--- src/rtl/coder_pkg.sv ---
// Shared types and defaults for the arithmetic-coder lane merger.
package coder_pkg;

    localparam int N_LANES_DEF = 8;
    localparam int DATA_W_DEF  = 8;

    typedef enum logic [1:0] {
        IDLE,
        RUN,
        DRAIN
    } merge_state_e;

    typedef logic [$clog2(N_LANES_DEF)-1:0] lane_idx_t;

endpackage

--- src/rtl/rr_arbiter.sv ---
// Combinational round-robin arbiter: first requester at or above ptr, wrapping at N.
module rr_arbiter #(
    parameter int N = 8
) (
    input  logic [N-1:0]         req,
    input  logic [$clog2(N)-1:0] ptr,
    output logic [N-1:0]         gnt,
    output logic [$clog2(N)-1:0] gnt_idx,
    output logic                 gnt_valid
);

    localparam int LW = $clog2(N);

    logic [LW:0]   sum;
    logic [LW-1:0] j;

    // Walk offsets from the far end down so the nearest requester wins last.
    always_comb begin
        gnt       = '0;
        gnt_idx   = '0;
        gnt_valid = 1'b0;
        sum       = '0;
        j         = '0;
        for (int k = N - 1; k >= 0; k--) begin
            sum = {1'b0, ptr} + (LW+1)'(k);
            j   = (sum >= (LW+1)'(N)) ? LW'(sum - (LW+1)'(N)) : LW'(sum);
            if (req[j]) begin
                gnt       = '0;
                gnt[j]    = 1'b1;
                gnt_idx   = j;
                gnt_valid = 1'b1;
            end
        end
    end

endmodule

--- src/rtl/coder_lane_merger.sv ---
// Merges per-lane coder byte streams into one idx/byte/last stream with round-robin arbitration.
// Optional per-lane byte counters are built when LANE_BYTE_CNT_EN is defined.
module coder_lane_merger
    import coder_pkg::*;
#(
    parameter int N_LANES = N_LANES_DEF,
    parameter int DATA_W  = DATA_W_DEF,
    parameter int IDX_W   = 8
) (
    input  logic                        clk,
    input  logic                        rst_n,
    input  logic [N_LANES-1:0]          lane_valid,
    input  logic [N_LANES*DATA_W-1:0]   lane_byte,
    input  logic [N_LANES-1:0]          lane_last,
    output logic [N_LANES-1:0]          lane_ready,
    output logic                        out_valid,
    input  logic                        out_ready,
    output logic [IDX_W-1:0]            out_idx,
    output logic [DATA_W-1:0]           out_byte,
    output logic                        out_last,
    output logic                        frame_done
`ifdef LANE_BYTE_CNT_EN
    ,
    input  logic [$clog2(N_LANES)-1:0]  stat_sel,
    input  logic                        stat_clr,
    output logic [31:0]                 stat_count
`endif
);

    localparam int LW = $clog2(N_LANES);

    logic [N_LANES-1:0][DATA_W-1:0] lane_bytes;
    logic [N_LANES-1:0]             lane_done;
    logic [N_LANES-1:0]             req;
    logic [N_LANES-1:0]             gnt_oh;
    logic [LW-1:0]                  gnt_idx;
    logic [LW-1:0]                  rr_ptr;
    logic                           gnt_valid;
    logic                           load_en;
    logic                           xfer;
    logic                           frame_last;
    logic                           frame_end;
    merge_state_e                   state, state_nxt;

    assign lane_bytes = lane_byte;
    assign load_en    = ~out_valid | out_ready;

    // DRAIN masks all requests so next-frame bytes cannot overtake the last beat.
    assign req = lane_valid & ~lane_done & {N_LANES{state != DRAIN}};

    rr_arbiter #(.N(N_LANES)) u_arb (
        .req       (req),
        .ptr       (rr_ptr),
        .gnt       (gnt_oh),
        .gnt_idx   (gnt_idx),
        .gnt_valid (gnt_valid)
    );

    assign xfer       = load_en & gnt_valid;
    assign lane_ready = (xfer & ~rst_n) ? gnt_oh : '0;
    assign frame_last = lane_last[gnt_idx] & ((lane_done | gnt_oh) == '1);
    assign frame_end  = (state == DRAIN) & out_valid & out_ready & out_last;
    assign frame_done = frame_end;

    always_ff @(posedge clk or posedge rst_n) begin
        if (rst_n) begin
            out_valid <= 1'b0;
            out_idx   <= '0;
            out_byte  <= '0;
            out_last  <= 1'b0;
        end else if (xfer) begin
            out_valid <= 1'b1;
            out_idx   <= IDX_W'(gnt_idx);
            out_byte  <= lane_bytes[gnt_idx];
            out_last  <= frame_last;
        end else if (out_ready) begin
            out_valid <= 1'b0;
        end
    end

    always_ff @(posedge clk or posedge rst_n) begin
        if (rst_n) begin
            lane_done <= '0;
            rr_ptr    <= '0;
        end else if (frame_end) begin
            lane_done <= '0;
            rr_ptr    <= '0;
        end else if (xfer) begin
            if (lane_last[gnt_idx])
                lane_done <= lane_done | gnt_oh;
            rr_ptr <= (gnt_idx == LW'(N_LANES - 1)) ? '0 : gnt_idx + 1'b1;
        end
    end

    always_ff @(posedge clk or posedge rst_n) begin
        if (rst_n) state <= IDLE;
        else       state <= state_nxt;
    end

    always_comb begin
        state_nxt = state;
        case (state)
            IDLE:    if (xfer)              state_nxt = RUN;
            RUN:     if (xfer & frame_last) state_nxt = DRAIN;
            DRAIN:   if (frame_end)         state_nxt = IDLE;
            default:                        state_nxt = IDLE;
        endcase
    end

`ifdef LANE_BYTE_CNT_EN
    logic [N_LANES-1:0][31:0] byte_cnt;
    logic                     frame_start;

    assign frame_start = (state == IDLE) & xfer;

    // Frame start restarts every lane, still counting the opening beat.
    always_ff @(posedge clk or posedge rst_n) begin
        if (rst_n) begin
            byte_cnt   <= '0;
            stat_count <= '0;
        end else begin
            for (int i = 0; i < N_LANES; i++) begin
                if (stat_clr)
                    byte_cnt[i] <= '0;
                else if (frame_start)
                    byte_cnt[i] <= {31'd0, gnt_oh[i]};
                else if (xfer & gnt_oh[i])
                    byte_cnt[i] <= byte_cnt[i] + 32'd1;
            end
            stat_count <= byte_cnt[stat_sel];
        end
    end
`endif

endmodule

--- config.mk ---
export PLATFORM = sky130hd
export DESIGN_NAME = coder_lane_merger
export DESIGN_NICKNAME = d
export VERILOG_FILES = /design/src/rtl/coder_pkg.sv /design/src/rtl/rr_arbiter.sv /design/src/rtl/coder_lane_merger.sv
export SDC_FILE = /design/constraint.sdc
export NUM_CORES = 1
export LEC_CHECK = 0
export BUFFER_PORTS_ARGS = -buffer_cell sky130_fd_sc_hd__buf_2
export CAP_MARGIN = 20
export CORE_ASPECT_RATIO = 0.5
export CORE_UTILIZATION = 45
export DETAILED_ROUTE_END_ITERATION = 12
export HOLD_SLACK_MARGIN = 0.03
export PLACE_DENSITY = 0.76
export REMOVE_ABC_BUFFERS = 1
export SKIP_LAST_GASP = 1
export SYNTH_ARGS = -nofsm -noshare
export SYNTH_HDL_FRONTEND = slang
export SYNTH_HIERARCHICAL = 1
export SYNTH_SLANG_ARGS = --single-unit
--- constraint.sdc ---
create_clock -name clk -period 4.8 [get_ports clk]
set_clock_uncertainty 0.2 [all_clocks]
set_input_delay 0 -clock clk [delete_from_list [all_inputs] [get_ports clk]]
set_output_delay 0 -clock clk [all_outputs]
set_load 0.02 [all_outputs]
==> flow_metrics.tcl <==
set metrics [dict create \
    status "finished clean" \
    grt_pass1_wl_um 19300 \
    critical_path_peak_fanout 14 \
    min_to "out_byte[6]" \
    wl_um 12000 \
    tns_ns 0 \
    synth_seq_cells 26 \
    p_leak_uw 0.00199 \
    start_util_pct 46.6 \
    fin_ws_ns 0.378 \
    power_frac_comb_pct 85.7 \
    reg2reg_to "out_byte[0]" \
    critical-path-top-delay-family "multiplexers" \
    setup_viol 0 \
    period_minus_slack_ns 4.42 \
    most-common-layout-cells "buf_2 (105), nand2_1 (57), buf_4 (36), mux4_2 (29), nor2_1 (28)" \
    rsz0062_at_grt "false" \
    drv_cap 0 \
    hp-class "in -> reg" \
    pwr-share-clk_pct 4.9 \
    p_int_uw 1960 \
    syn_area_per_cell_um2 8.70 \
    synth.yosys.warnings 6 \
    clock-sinks 26 \
    cp.depth 13 \
    clockBufferDepth 2 \
    yosysSeqAreaShare_pct 17.5 \
    synthDistinctLibCells 62 \
    grt_max_degree 45 \
    nNetsFinal 634 \
    grt.overflow.total 0 \
    post-place-ws_ns 0.298 \
    powerDensity_nw_per_um2 888 \
    pwr-share-seq_pct 9.4 \
    grt_use_total_pct 29.0 \
    clock_latency_ns 0.26 \
    syn_area_um2 3720 \
    slowest_delay_ns 0.82 \
    cts_tree "built" \
    netlist_instances 428 \
    io_buffers 104 \
    final_util_pct 57.7 \
    reg2regPathDepth 13 \
    drv_slew 0 \
    ant_nets 0 \
    stdcell_count 654 \
    vdd_drop_max_mv 0.626 \
    hold_viol 0 \
    timing_worst_setup_path_type "reg -> reg" \
    num_antenna_cells 0 \
    drive_gt1_share_pct 36.5 \
    viasPerCell 6.34 \
    row_count 23 \
    die_y_um 66.3 \
    die_x_um 131 \
    switching_power_uw 2130 \
    grt_pass1_vias 3735 \
    fmax_ghz 0.226 \
    fin_crit_sh_pct 92.1 \
    vias 4146 \
    antenna_found_initial 0 \
    cp.required_ns 4.74 \
    cts-root-buf "clkbuf_16" \
    place_hpwl_um 9180 \
    die-area_um2 8670 \
    holdWs_ns 0.0391 \
    cp.arrival_ns 4.36 \
    synth_edf_count 0 \
    min_path_cells 4 \
    crit_slowest_cell "nor3b_1" \
    drt-initial-drc-count 505 \
    clk_pin_slew_ns 0.06 \
    crit_path_cell_trace "nor2b_1 -> buf_4 -> nor3b_1 -> mux2i_1 -> mux4_2 -> nor2b_1 -> o2111ai_2 -> nand3_1 -> mux2_4 -> buf_4 -> mux4_2 -> mux2i_1 -> o21ai_0" \
    synthArstFlopShare_pct 100 \
    nFillCells 715 \
    cts_inserted_buffers 3 \
    routabilityCongestion 0.982 \
    dp.cells 645 \
    cts_setup_buffers 0 \
    r2r_slack_ns 0.38 \
    wl_per_cell_um 18.4 \
    relSlewSlack_pct 32.1 \
    path_buf_inv 2 \
    drt_pass1_iterations 5 \
    worstMarginPinSlew_ns 1.02 \
    reg2reg_from "state[1]" \
    final_common_cell "buf_2" \
    coreArea_um2 8000 \
    p_sw_share_pct 52.1 \
    syn_to_final_growth_pct 24.0 \
    synth_flop_cell "dfrtp_1" \
    htreeDepth 1 \
    ios 110 \
    critPathLaunchType "flip-flop" \
    hold_start "lane_byte[62]" \
    drc 0 \
    end_kind "flip-flop" \
]
metal layers:
layer | vias to the layer above | wire length, um | GRT usage, % | part of all wire, %
met3 | 42 | 1260 | 5.26 | 10
met1 | 1924 | 4970 | 39.0 | 41
li1 | 1882 | - | - | -
met5 | - | 0 | 0 | 0
met2 | 298 | 5430 | 46.3 | 45
met4 | 0 | 376 | 11.1 | 3.1
cell type report:
type                            count  area [um2]  area share, %
Clock buffer                        4        88.8           1.92
Inverter                           12        45.0          0.976
Multi-Input combinational cell    355        2840           61.5
Sequential cell                    26         651           14.1
Tap cell                          112         140           3.04
Timing Repair Buffer              145         853           18.5
worst max-delay path by stage:
stage / startpoint / to / slack (ns)
floorplan: rr_ptr[0] / state[0] / -0.55
global placement: state[1] / out_byte[7] / 0.42
detailed placement: state[1] / out_byte[0] / 0.30
CTS: state[1] / out_byte[0] / 0.26
global route: state[1] / out_byte[0] / 0.10
finish: state[1] / out_byte[0] / 0.38
flip-flops by register name, summed over array words and instances (netlist names):
signal and flops:
lane_done 8, out_byte 8, out_idx 3, out_last 1, out_valid 1, rr_ptr 3, state 2
worst register-to-register path, stage by stage, from the launching register on:
cell       delay (ns)
dfrtp_1          0.38
nor2b_1          0.13
buf_4            0.16
nor3b_1          0.82
mux2i_1          0.27
mux4_2           0.53
nor2b_1          0.15
o2111ai_2        0.15
nand3_1          0.12
mux2_4           0.41
buf_4            0.23
mux4_2           0.51
mux2i_1          0.14
o21ai_0          0.09
synthesized netlist by cell type, types with 3 or more instances:
library cell,n,area share [%]
a211oi_1,4,0.81
nand2b_1,5,0.84
a221oi_2,3,1.2
o31a_1,3,0.71
inv_1,9,0.91
o211ai_1,6,1.2
o2111ai_1,3,0.71
buf_2,14,1.9
a21o_1,3,0.60
mux2_2,7,2.1
nor2b_1,9,1.5
o22ai_1,6,1.0
nand2_1,57,5.7
nand3_1,24,3.2
o221ai_1,7,1.6
clkbuf_1,11,1.1
and2_1,9,1.5
nor3b_1,8,1.6
o21ai_1,3,0.40
a31oi_1,5,0.84
buf_4,6,1.2
mux2i_1,17,4.6
a221oi_1,4,0.94
buf_6,6,1.8
nor2_1,28,2.8
mux4_2,29,18
a21oi_1,23,3.1
o31ai_1,10,2.0
o21ai_0,17,2.3
nand4_1,11,1.8
ha_1,8,2.7
dfrtp_1,26,17
nor3_1,6,0.81
kinds of logic (layout without fill, tap and decap cells):
kind of cell | count (synthesis) | count (layout) | synth area share [%]
other cells | 1 | 5 | 0.101
buf+inv | 51 | 161 | 7.42
mux | 61 | 61 | 28.1
compound gates | 112 | 112 | 21.8
xor+xnor | 4 | 4 | 0.941
simple gates | 165 | 165 | 21.5
flops | 26 | 26 | 17.5
fa+ha+maj | 8 | 8 | 2.69
repair_timing:
item                                    in CTS  in global routing
gates resized for setup                      0                  2
hold buffers                                 2                  1
endpoints found under the setup margin       0                  3
endpoints found under the hold margin       28                  2
power groups by stage:
stage / Combinational, uW / Sequential [uW] / Clock [uW]
6_report: 3510 / 386 / 202
5_1_grt: 3780 / 398 / 210
4_1_cts: 3440 / 384 / 203
3_5_place_dp: 3410 / 388 / 0
3_3_place_gp: 3400 / 384 / 0
2_1_floorplan: 2200 / 505 / 0
per-stage QoR:
stage	power [uW]	instance area, um2
6_report	4100	4620
5_1_grt	4390	4620
2_1_floorplan	2700	3510
3_3_place_gp	3790	4460
3_5_place_dp	3800	4460
4_1_cts	4020	4560
Power figures use the tool's default switching activity.
